`src/rtl/kbest_frame_sequencer.sv`:
```
// Frame controller for the 16-QAM K-best chain: loads 72 R/Y words, walks the stage enables,
// then holds the result handshake. Define FRAME_CNT_EN for frame_cnt/ovr_err status outputs.
module kbest_frame_sequencer #(
  parameter int unsigned WL        = 16,
  parameter int unsigned NSTAGE    = 4,
  parameter int unsigned STAGE_LAT = 1
) (
  input  logic              clk,
  input  logic              rst,
  input  logic              in_valid,
  input  logic [WL-1:0]     in_data,
  output logic              in_ready,
  output logic [64*WL-1:0]  R_flat,
  output logic [8*WL-1:0]   Y_flat,
  output logic              det_start,
  output logic [NSTAGE-1:0] stage_en,
  output logic              det_busy,
  output logic              res_valid,
  input  logic              res_ready
`ifdef FRAME_CNT_EN
  ,
  output logic [15:0]       frame_cnt,
  output logic [0:0]        ovr_err
`endif
);

  localparam int unsigned RunLen   = NSTAGE * STAGE_LAT;
  localparam int unsigned CntW     = $clog2(RunLen + 1);
  localparam int unsigned NumWords = 72;

  typedef enum logic [1:0] {StIdle, StLoad, StRun, StDone} state_e;

  state_e          state_q, state_d;
  logic [6:0]      widx_q, widx_d;
  logic [CntW-1:0] cnt_q, cnt_d;
  logic [WL-1:0]   r_q [64];
  logic [WL-1:0]   y_q [8];
  logic            wr_en;

  always_comb begin
    state_d   = state_q;
    widx_d    = widx_q;
    cnt_d     = '0;
    in_ready  = 1'b0;
    det_start = 1'b0;
    stage_en  = '0;
    det_busy  = 1'b0;
    res_valid = 1'b0;
    wr_en     = 1'b0;
    unique case (state_q)
      StIdle: state_d = StLoad;
      StLoad: begin
        in_ready = 1'b1;
        if (in_valid) begin
          wr_en = 1'b1;
          if (widx_q == 7'(NumWords - 1)) begin
            widx_d  = '0;
            state_d = StRun;
          end else begin
            widx_d = widx_q + 7'd1;
          end
        end
      end
      StRun: begin
        det_busy  = 1'b1;
        det_start = (cnt_q == '0);
        // Stage k owns the window [k*STAGE_LAT, (k+1)*STAGE_LAT) of the run counter.
        for (int k = 0; k < NSTAGE; k++) begin
          stage_en[k] = (32'(cnt_q) >= k * STAGE_LAT) && (32'(cnt_q) < (k + 1) * STAGE_LAT);
        end
        if (32'(cnt_q) == RunLen - 1) begin
          state_d = StDone;
        end else begin
          cnt_d = cnt_q + CntW'(1);
        end
      end
      StDone: begin
        det_busy  = 1'b1;
        res_valid = 1'b1;
        if (res_ready) begin
          state_d = StLoad;
        end
      end
      default: state_d = StIdle;
    endcase
  end

  always_ff @(posedge clk or posedge rst) begin
    if (rst) begin
      state_q <= StIdle;
      widx_q  <= '0;
      cnt_q   <= '0;
    end else begin
      state_q <= state_d;
      widx_q  <= widx_d;
      cnt_q   <= cnt_d;
    end
  end

  // Holding registers only change on accepted words, so RUN/DONE always see a frozen frame.
  always_ff @(posedge clk or posedge rst) begin
    if (rst) begin
      for (int i = 0; i < 64; i++) r_q[i] <= '0;
      for (int i = 0; i < 8; i++) y_q[i] <= '0;
    end else if (wr_en) begin
      if (widx_q < 7'd64) begin
        r_q[widx_q[5:0]] <= in_data;
      end else begin
        y_q[widx_q[2:0]] <= in_data;
      end
    end
  end

  always_comb begin
    R_flat = '0;
    Y_flat = '0;
    for (int i = 0; i < 64; i++) R_flat[i*WL +: WL] = r_q[i];
    for (int i = 0; i < 8; i++) Y_flat[i*WL +: WL] = y_q[i];
  end

`ifdef FRAME_CNT_EN
  logic [15:0] frame_cnt_q;
  logic        ovr_err_q;

  always_ff @(posedge clk or posedge rst) begin
    if (rst) begin
      frame_cnt_q <= '0;
      ovr_err_q   <= 1'b0;
    end else begin
      if (res_valid && res_ready) frame_cnt_q <= frame_cnt_q + 16'd1;
      if (state_q == StDone && in_valid) ovr_err_q <= 1'b1;
    end
  end

  assign frame_cnt  = frame_cnt_q;
  assign ovr_err[0] = ovr_err_q;
`endif

endmodule
```
`config.mk`:
```
export PLATFORM = sky130hd
export DESIGN_NAME = kbest_frame_sequencer
export DESIGN_NICKNAME = d
export VERILOG_FILES = /design/src/rtl/kbest_frame_sequencer.sv
export SDC_FILE = /design/constraint.sdc
export NUM_CORES = 2
export LEC_CHECK = 0
export CAP_MARGIN = 40
export CELL_PAD_IN_SITES_DETAIL_PLACEMENT = 0
export CELL_PAD_IN_SITES_GLOBAL_PLACEMENT = 1
export CORE_AREA = 2 2 463 465
export DETAILED_ROUTE_END_ITERATION = 6
export DIE_AREA = 0 0 465 467
export MAX_ROUTING_LAYER = met4
export PLACE_DENSITY = 0.51
export SETUP_SLACK_MARGIN = 0.5
export SLEW_MARGIN = 10
export SYNTH_ARGS = -nofsm -noshare
export SYNTH_HDL_FRONTEND = slang
export SYNTH_SLANG_ARGS = --single-unit
```
`constraint.sdc`:
```
create_clock -name clk -period 80.8 [get_ports clk]
set_input_delay 16.16 -clock clk [delete_from_list [all_inputs] [get_ports clk]]
set_output_delay 16.16 -clock clk [all_outputs]
set_load 0.02 [all_outputs]
```
==> impl_metrics.py <==
metrics = {
    "sta": {
        "final_max_slew_viol_count": 0,
        "tightest_slew_ns": 0.910,
        "setup_violations": 0,
        "layout_min_cycle_time_ns": 19.90,
        "worst_slack_ns": 60.90,
        "grt_setup_unrepaired": "false",
        "tns_ns": 0,
        "slew-limit-headroom": 0.393,
        "fin_skew_ns": 0.0323,
        "clock.fmax_mhz": 50.3,
        "period_share": 0.246,
        "final-hold-violation-count": 0,
        "hold_ws_ns": 0.486,
    },
    "route": {
        "vias_per_cell": 4.09,
        "ant_nets": 0,
        "vias": 27900,
        "dr.first_iter.drc_count": 1198,
        "drc": 0,
        "totalWireLength_um": 190000,
        "avgRoutedWirePerCell_um": 27.9,
        "first_pass_iters": 5,
    },
    "hold_path": {
        "hp-class": "reg -> reg",
        "min_from": "R_flat[481]",
        "min_path_cells": 1,
        "holdPathEnd": "R_flat[481]",
    },
    "worst_setup_path": {
        "worst-setup-path-type": "in -> async",
        "reg2reg_slack_ns": 77.63,
        "r2r_end": "R_flat[947]",
        "crit_chain": "clkdlybuf4s50_1 > inv_8 > buf_4 > buf_12 > buf_12 > buf_4 > buf_4 > buf_16",
        "r2r-start": "state_q[1]",
        "critPathCaptureType": "asynchronous set/reset pin",
        "slowest_delay_ns": 0.69,
        "crit_path_frequent_cell": "buf_4",
        "cp.arrival_ns": 20.82,
        "r2r_cells": 7,
        "cp_slowest_cell": "buf_4",
        "critPathLaunchType": "primary input",
        "cp_max_fo": 144,
        "critical_path_required_ns": 81.72,
    },
    "logic_synthesis": {
        "yosysWarningCount": 0,
        "synth_compound_area_frac": 0.00104,
        "synth_top_family_by_area": "multiplexers",
        "synthXorXnorAreaFrac": 0.000589,
        "synth_ff_type": "dfrtp_1",
        "syn_area_per_cell_um2": 16.5,
        "synth-simple-area-share": 0.0253,
        "synth_area_mm2": 0.0446,
        "async_flop_share": 1.00,
        "synth_cells": 2702,
        "synthesis.nets": 2731,
        "seq_area_frac_synth": 0.653,
        "synth-edff-count": 0,
        "synth_fa_ha_area_frac": 0.00252,
        "synthMuxAreaShare": 0.292,
        "ys_ff_latch": 1164,
        "ys_types": 49,
    },
    "power_and_ir_drop": {
        "p_comb_frac": 0.243,
        "clkPwrFrac": 0.360,
        "pwr-share-seq": 0.397,
        "swShare": 0.306,
        "p_per_area_mw_per_mm2": 27.7,
        "p_total_w": 0.00179,
        "p_switching_w": 0.000546,
        "power_leakage_nw": 30.1,
        "ir_drop_mv": 0.0205,
        "p_int_w": 0.00124,
    },
    "cells_and_area": {
        "final_common_cell": "dfrtp_1",
        "multi_input_area_mm2": 0.0144,
        "final_layout_size_suffix_gt1_frac": 0.379,
        "area_delta_synth_final_pct": 44.4,
        "mostFrequentLayoutCells": "dfrtp_1 (1164), clkdlybuf4s50_1 (1163), mux2_2 (1122)",
        "stdcell_count": 6812,
        "seq_area_mm2": 0.0291,
        "fill_cells": 21300,
        "fin_nets": 3903,
    },
    "clocking": {
        "clock_sinks": 1164,
        "cts.clk_slew.worst_paths_ns": 0.06,
        "cts_tree": "yes",
        "clk_latency_ns": 0.78,
        "cts_resized": 0,
        "h-tree-depth": 4,
        "hold_buffers": 0,
        "numCtsBuffers": 143,
        "cts_setup_buffers": 0,
        "root_buffer": "clkbuf_16",
        "clk_path_buf_depth": 3,
    },
    "floorplan": {
        "die-area_mm2": 0.217,
        "ios": 1180,
        "core_mm2": 0.212,
        "initial_utilization": 0.211,
        "die_h_um": 467,
        "die_w_um": 465,
        "rows": 169,
    },
    "placed_design": {
        "placedCellCount": 6549,
        "pre_cts_ws_ns": 59.94,
        "gp_congestion": 0.744,
        "dp_hpwl_um": 127000,
        "port_buffers": 1179,
    },
    "global_route": {
        "grt_pass1_vias": 29700,
        "gr-total-overflow": 0,
        "antenna_found_initial": 21,
        "grt_max_degree": 145,
        "grtUsageTotal": 0.176,
        "grt_pass1_wl_um": 258000,
    },
    "run": {
        "maxCapViolCount": 0,
    },
    "status": {
        "status": "completed",
    },
}
[per-stage QoR]
stage,area [µm²],util
6_report,64400,0.304
5_1_grt,64400,0.304
4_1_cts,64400,0.304
3_5_place_dp,59700,0.282
3_3_place_gp,59200,0.280
2_1_floorplan,44600,-
[logic make-up after synthesis]
family                   count (synthesis)
buffers and inverters                  231
multiplexers                          1156
XOR/XNOR                                 3
adder cells (fa/ha/maj)                  9
AND/OR/NAND/NOR                        131
AO/OA/AOI/OAI                            8
flip-flops                            1164
[layout make-up]
class	count	area share
Multi-Input combinational cell	1307	0.223
Inverter	9	0.000641
Clock buffer	219	0.0658
Antenna cell	9	0.000350
Clock inverter	34	0.00684
Sequential cell	1164	0.452
Timing Repair Buffer	1249	0.196
Tap cell	2821	0.0548
[cells in the mapped netlist, types with 6 or more instances]
cell type / count / share of area
buf_8: 6 / 0.0020
inv_1: 8 / 0.00067
buf_2: 61 / 0.0068
mux2_2: 1122 / 0.28
nand2_2: 36 / 0.0050
nor2_8: 13 / 0.0058
buf_4: 14 / 0.0024
dfrtp_1: 1164 / 0.65
nor2_2: 13 / 0.0018
ha_1: 9 / 0.0025
clkbuf_1: 113 / 0.0095
mux2_1: 31 / 0.0078
buf_6: 9 / 0.0023
nor2_1: 12 / 0.0010
nand2_1: 6 / 0.00050
buf_1: 18 / 0.0015
[state kept, by name (all words and copies together) (netlist names)]
signal,count
cnt_q,3
widx_q,7
state_q,2
R_flat,1024
Y_flat,128
[layer usage]
metal	routed length (µm)	share of wire	GRT usage	vias up
met5	0	0	-	-
met4	5810	0.031	0.0531	0
met3	16500	0.087	0.0640	234
met2	88300	0.47	0.277	1030
met1	79200	0.42	0.211	14800
li1	-	-	-	11800
[power groups by stage]
| stage | combinational, W | sequential, W | clock, W |
|---|---|---|---|
| floorplan | 0.000119 | 0.000803 | 0 |
| global placement | 0.000439 | 0.000715 | 0 |
| detailed placement | 0.000442 | 0.000717 | 0 |
| CTS | 0.000443 | 0.000708 | 0.000668 |
| global route | 0.000458 | 0.000719 | 0.000690 |
| finish | 0.000434 | 0.000708 | 0.000643 |
[how the worst max path moves through the flow]
stage | from | endpoint | cells after the start
final | rst | R_flat[756] | 8
after global routing | rst | R_flat[756] | 8
after CTS | rst | Y_flat[90] | 8
after detailed placement | rst | R_flat[757] | 8
after global placement | rst | R_flat[1000] | 7
after floorplan | rst | R_flat[0] | 1
[worst max-delay path, delay by kind of cell]
family	cells	cell delay [ns]
buffers and inverters	8	4.13
Note: power is estimated with default switching activity, not from simulation.
